File: src/rtl/regfile_mp.sv
// regfile_mp: multi-read-port register file with sequenced init, write bypass, freeze and debug read port
module regfile_mp #(
  parameter int XLEN = 32,
  parameter int NREG = 32,
  parameter int NRD = 2,
  parameter int INIT_MODE = 1,
  parameter int SIGNMAG = 0,
  localparam int AW = $clog2(NREG)
) (
  input  logic                clk,
  input  logic                reset,
  input  logic                freeze,
  input  logic                wr_en,
  input  logic [AW-1:0]       wr_addr,
  input  logic [XLEN-1:0]     wr_data,
  input  logic [NRD*AW-1:0]   rd_addr,
  output logic [NRD*XLEN-1:0] rd_data,
  input  logic [AW-1:0]       dbg_addr,
  output logic [XLEN-1:0]     dbg_data,
  output logic                ready,
  output logic                wr_drop
);
  typedef enum logic {INIT, RUN} state_t;
  localparam logic [XLEN-2:0] LSB1 = {{(XLEN-2){1'b0}}, 1'b1};
  state_t             state_q;
  logic [AW-1:0]      icnt_q;
  logic [XLEN-1:0]    mem_q [NREG];
  logic [NRD*XLEN-1:0] rd_q, rd_d;
  logic [XLEN-1:0]    dbg_q, dbg_d, wr_val;
  logic               ready_q, drop_q, wr_acc;
  always_comb begin
    wr_val = (SIGNMAG != 0 && wr_data[XLEN-1]) ? {1'b1, ~wr_data[XLEN-2:0] + LSB1} : wr_data;
    wr_acc = state_q == RUN && wr_en && !freeze && wr_addr != '0;
    dbg_d  = dbg_addr == '0 ? '0 : (wr_acc && wr_addr == dbg_addr) ? wr_val : mem_q[dbg_addr];
  end
  for (genvar p = 0; p < NRD; p++) begin : g_rd
    logic [AW-1:0] a;
    assign a = rd_addr[p*AW +: AW];
    assign rd_d[p*XLEN +: XLEN] = a == '0 ? '0 : (wr_acc && wr_addr == a) ? wr_val : mem_q[a];
  end
  always_ff @(posedge clk) begin
    if (reset) begin
      state_q <= INIT;
      icnt_q  <= '0;
      ready_q <= 1'b0;
      drop_q  <= 1'b0;
      rd_q    <= '0;
      dbg_q   <= '0;
    end else begin
      drop_q <= wr_en && (freeze || state_q == INIT);
      if (state_q == INIT) begin
        mem_q[icnt_q] <= INIT_MODE != 0 ? XLEN'(icnt_q) : '0;
        icnt_q <= icnt_q + AW'(1);
        rd_q   <= '0;
        dbg_q  <= '0;
        if (icnt_q == AW'(NREG-1)) begin
          state_q <= RUN;
          ready_q <= 1'b1;
        end
      end else begin
        if (wr_acc) mem_q[wr_addr] <= wr_val;
        rd_q  <= rd_d;
        dbg_q <= dbg_d;
      end
    end
  end
  assign rd_data  = rd_q;
  assign dbg_data = dbg_q;
  assign ready    = ready_q;
  assign wr_drop  = drop_q;
endmodule

File: config.mk
export PLATFORM = sky130hd
export DESIGN_NAME = regfile_mp
export DESIGN_NICKNAME = d
export VERILOG_FILES = /design/src/rtl/regfile_mp.sv
export SDC_FILE = /design/constraint.sdc
export NUM_CORES = 2
export LEC_CHECK = 0
export CAP_MARGIN = 10
export CELL_PAD_IN_SITES_DETAIL_PLACEMENT = 1
export CELL_PAD_IN_SITES_GLOBAL_PLACEMENT = 2
export CORE_MARGIN = 2
export CORE_UTILIZATION = 43
export DETAILED_ROUTE_END_ITERATION = 8
export GPL_TIMING_DRIVEN = 0
export PLACE_DENSITY = 0.72
export SLEW_MARGIN = 20
export SYNTH_ARGS = -nofsm -noshare
export SYNTH_HDL_FRONTEND = slang
export SYNTH_SLANG_ARGS = --single-unit
File: constraint.sdc
create_clock -name clk -period 4.6 [get_ports clk]
set_input_delay 1.15 -clock clk [delete_from_list [all_inputs] [get_ports clk]]
set_output_delay 1.15 -clock clk [all_outputs]
set_load 0.1 [all_outputs]
# Word-level counts from Yosys, hierarchy flattened
# Memory sizes are Yosys's and may differ from the RTL's. A register that Yosys moved wholly into a read port is not among the register bits.
# Index checks and enable logic that the tools add are counted.
dict set report word_totals {
  regBits 8
  ramBits 1024
  in_bits 56
  out_inout_bits 98
  word_cells 35
  n_memories 1
}
dict set report op_classes {
  addsub 1
  eq_ne 1
  mux 12
  n_bitwise 1
  n_reduce_logical 15
}
# memory words word_bits rd rd_clocked_by_memory_dff wr line
set memory_table {}
lappend memory_table {mem_q 32 32 3 3 1 27} ;# logic [XLEN-1:0] mem_q [NREG];
# operator count
set op_table {}
lappend op_table {{$mux W32} 1}
lappend op_table {{$reduce_or A32 Y1} 1}
lappend op_table {{$logic_not A5 Y1} 3}
lappend op_table {{$mux W1} 10}
lappend op_table {{$reduce_or A3 Y1} 3}
lappend op_table {{$add A5 B1 Y5 const B} 1}
lappend op_table {{$eq A5 B5 Y1 const B} 1}
lappend op_table {{$mux W5} 1}
lappend op_table {{$reduce_bool A5 Y1} 1}
lappend op_table {{$logic_and A1 B1 Y1} 4}
lappend op_table {{$reduce_and A2 Y1} 1}
lappend op_table {{$logic_not A1 Y1} 1}
lappend op_table {{$logic_or A1 B1 Y1} 1}
lappend op_table {{$not A1 Y1} 1}

# Longest topological paths before layout
dict set report depth {
  depth_word 9
  ltp_mapped 11
  depth_no_buf 6
}

# Worst setup path before layout
# Ideal clock, no wire load.
dict set report synth_timing {
  path_type {in2reg}
  start {input port reset}
  end {memory mem_q[17][0] (enable)}
  setup_time_ps 421
  arrival_time_ps 3930
  t_required_ps 4179
  setup_slack_ps 249
  path_stages 8
  n_path_buf 3
  cell_sequence {buf_2 nand4bb_1 clkbuf_1 a21oi_1 clkbuf_1 o22a_1 nand2_1 nor2_1}
}
dict set report synth_via {
  elab_chain_cells 4
  word_cells_on_any_way 7
  classes_between {mux: 6; reduce/logical: 1}
}
# item line
set synth_rtl {}
lappend synth_rtl {{start, declared} 11} ;# input logic reset,
lappend synth_rtl {{$mux W1} 42} ;# if (reset) begin
lappend synth_rtl {{$mux W1 (implied by the code)} 61} ;# if (wr_acc) mem_q[wr_addr] <= wr_val;
lappend synth_rtl {{$reduce_or A32 Y1 (no line)} n/a}
lappend synth_rtl {{$mux W5 (no line) or $mux W1 (tied branches)} n/a}
lappend synth_rtl {{end, declared} 27}
# Several ways; a longest one is shown, not always the timed one.

# Worst setup path in the final report
dict set report layout_timing {
  start {input port dbg_addr[1]}
  end {register dbg_q[8] (netlist: dbg_data[8]), read port of mem_q}
}
dict set report layout_via {
  elab_chain_cells 2
}
# item line
set layout_rtl {}
lappend layout_rtl {{start, declared} 18} ;# input logic [AW-1:0] dbg_addr,
lappend layout_rtl {{$logic_not A5 Y1} 34} ;# dbg_d = dbg_addr == '0 ? '0 : (wr_acc && wr_addr == dbg_addr) ? wr_val : mem_q[dbg_addr];
lappend layout_rtl {{$reduce_or A3 Y1 (no line)} n/a}
lappend layout_rtl {{end, declared} 29} ;# logic [XLEN-1:0] dbg_q, dbg_d, wr_val;
# Several ways; a longest one is shown, not always the timed one.
# A chain may end at the register's enable or synchronous reset.

==> impl_metrics.yaml <==
die:
  dieArea_sq_um: 140400
  die_h_um: 374.7
  io_pins: 154
  dieWidth_um: 374.7
  rows: 136
  start_util_pct: 43.14
  core_area_sq_um: 137000
grt:
  grt_pass1_wl_um: 369000
  track_usage_pct: 39.33
  grt_max_degree: 33
  grt_pass1_vias: 40810
  antenna_found_initial: 18
  grt_overflow: 0
worst_setup_path:
  critPathLaunchType: "input port"
  path_cells: "buf_2 -> buf_2 -> clkdlybuf4s15_2 -> clkbuf_2 -> mux4_2 -> a221oi_1 -> nand3_1 -> a31oi_1 -> a211oi_1"
  cp.required_ns: 5.23
  worstSetupEndpointType: "flip-flop"
  max_stage_delay_ns: 0.94
  critPathMaxFanout: 10
  cp.arrival_ns: 5.50
  criticalPathCategory: "in -> reg"
  crit_slowest_cell: "a221oi_1"
  cpMostUsedCell: "buf_2"
synthesis:
  async_flop_share_pct: 0
  synthesis.nets: 3498
  yosysWarnings: 0
  ys_ff_latch: 1128
  yosysTopAreaCell: "edfxtp_1"
  synth_area_leaders: "edfxtp_1 (52%), mux4_2 (26%), mux2i_1 (5.4%)"
  synth_cells: 3440
  synth_edf_count: 1024
  synth_area_per_cell_sq_um: 17.18
  synth_top_area_share_pct: 52.04
  synth_area_sq_um: 59090
  ys_seq_area_share_pct: 55.56
  synthFlopType: "edfxtp_1"
  ys_types: 69
power_and_ir_drop:
  comb_power_share_pct: 11.1
  total_power_w: 0.02446
  peakVddDrop_mv: 0.2810
  p_sw_w: 0.006510
  p_per_area_nw_per_um2: 354.5
  p_sw_share_pct: 26.61
  p_clk_share_pct: 43.3
  pwr-share-seq_pct: 45.6
  internal-power_w: 0.01795
  cellLeakagePower_nw: 20.34
run_status:
  outcome: "finished with violations"
  violations: "negative setup slack"
timing:
  grt_setup_unrepaired: "false"
  relSlewSlack_pct: 17.45
  fmax_mhz: 205.1
  tightest_slew_ns: 1.238
  finClkSkew_ns: 0.02463
  setup_viol: 20
  period_share_pct: 106.0
  fin_crit_ns: 4.876
  maxSlewViolCount: 0
  hold_viol: 0
  worst_slack_ns: -0.2756
clock_tree:
  root_buffer: "clkbuf_16"
  tritoncts: "built"
  clockBufferDepth: 3
  clkSinkCount: 1128
  htree_levels: 4
  numCtsBuffers: 132
  clk_latency_ns: 0.81
  postCtsSetupBuffers: 0
  clk_pin_slew_ns: 0.06
placement:
  place_congestion: 0.9990
  dp_hpwl_um: 207100
  io_buffer_count: 140
  placed_area_sq_um: 64590
layout:
  finish.instance_area_sq_um: 69000
  nets: 3840
  drive_above_1_share_pct: 31.70
  layout_commonest_cell: "edfxtp_1"
  area_growth_pct: 16.76
  final_cell_mix: "edfxtp_1 (1024), mux4_2 (675), mux2i_1 (319), a22oi_1 (164), clkbuf_1 (141)"
routing:
  firstDrtPassIters: 6
  wl_per_cell_um: 48.99
  routed_wl_um: 278800
  vias: 42970
  ant_nets: 0
  drcViolationCount: 0
  vias_per_cell: 7.551
  first_iter_violations: 7353
flow_run:
  maxCapViolCount: 0
hold_path:
  hp-class: "reg -> reg"
[cells by family after synthesis]
| family | Yosys count | synth area share (%) |
|---|---|---|
| buffers and inverters | 375 | 2.719 |
| xor gates and xnor gates | 8 | 0.1186 |
| adders and majority gates | 2 | 0.04234 |
| and+or+nand+nor | 267 | 2.270 |
| AOI/OAI and AO/OA | 663 | 8.105 |
| DFF | 1128 | 55.56 |
| muxes | 997 | 31.19 |
[worst max-delay path: cells and delay by family]
| kind | cells | cell delay [ns] |
|---|---|---|
| AOI/OAI and AO/OA | 3 | 1.55 |
| buffers and inverters | 4 | 2.14 |
| muxes | 1 | 0.43 |
| and+or+nand+nor | 1 | 0.19 |
[per-layer routing]
metal	GRT usage (%)	wire length [um]	vias to the layer above
met5	0	92	-
met4	16.46	13710	14
met3	15.65	42090	651
met2	57.43	121500	3638
met1	52.28	101400	22980
li1	-	-	15690
[Yosys cell counts, drive strengths merged, types with 3 or more instances]
library cell / number
clkbuf: 179
or2: 5
o22ai: 37
o211ai: 7
and2: 9
nor3b: 4
a211oi: 119
nand2b: 6
dfxtp: 104
mux2: 3
nor4: 5
nor2: 58
mux4: 675
inv: 45
edfxtp: 1024
nand3: 29
xnor2: 4
a21boi: 5
a221oi: 56
buf: 151
or3: 6
a22oi: 164
a31oi: 42
a21o: 6
o21ai: 64
a21oi: 66
a22o: 45
nand4: 33
and3: 4
nor2b: 12
nand2: 81
xor2: 4
nor3: 7
mux2i: 319
a2111oi: 3
o31ai: 5
o221ai: 29
[path summary, 6_finish.rpt]
check | start | to | slack [ns] | cells after the start
worst max-delay path | dbg_addr[1] | dbg_data[8]$_SDFF_PP0_ | -0.28 | 9
worst min-delay path | ready$_SDFFE_PP0P_ | ready$_SDFFE_PP0P_ | 0.47 | 2
worst max register to register | state_q$_SDFF_PP0_ | rd_data[15]$_SDFF_PP0_ | 0.51 | 8
worst min register to register | ready$_SDFFE_PP0P_ | ready$_SDFFE_PP0P_ | 0.47 | 2
[sequential cells by signal, indices dropped and copies added, names as in the netlist]
signal	cells
dbg_data	32
icnt_q	5
mem_q	1024
rd_data	64
ready	1
state_q	1
wr_drop	1
[through the flow]
stage                     setup TNS [ns]  utilization [%]  instances  worst slack (ns)  hold slack [ns]
after detailed placement         -459.37            47.15       5441            -1.379           0.4715
after global placement          -3947.55            45.80       5374            -4.063           0.4494
after floorplan                        0                -       3440            0.2485           0.5802
after global routing                   0            50.36       5683          0.004086           0.5256
final                             -1.727            50.37       5691           -0.2756           0.4723
after CTS                              0            50.27       5681          0.005583           0.4859
[power by group through the flow]
| stage | logic (W) | clock network (W) | registers (W) |
|---|---|---|---|
| 2_1_floorplan | 0.00133 | 0 | 0.0114 |
| 3_3_place_gp | 0.00249 | 0 | 0.0114 |
| 3_5_place_dp | 0.00256 | 0 | 0.0114 |
| 4_1_cts | 0.00257 | 0.0105 | 0.0112 |
| 5_1_grt | 0.00270 | 0.0109 | 0.0112 |
| 6_report | 0.00272 | 0.0106 | 0.0112 |
[repair_timing]
action,CTS,global route
resized for setup,15,34
hold buffers,0,0
endpoints found under the setup margin,53,22
[final cells by class]
class | instances | area [sq um]
diodes | 8 | 20.02
plain buffers | 329 | 1539
clock buffers | 153 | 3511
clock inverters | 88 | 721.9
fillers | 12620 | 67980
inverters | 45 | 168.9
multi-input cells | 1937 | 25050
flip-flops and latches | 1128 | 32830
well taps | 1794 | 2245
repair buffers | 209 | 2913
Note: power is estimated with default switching activity, not from simulation.
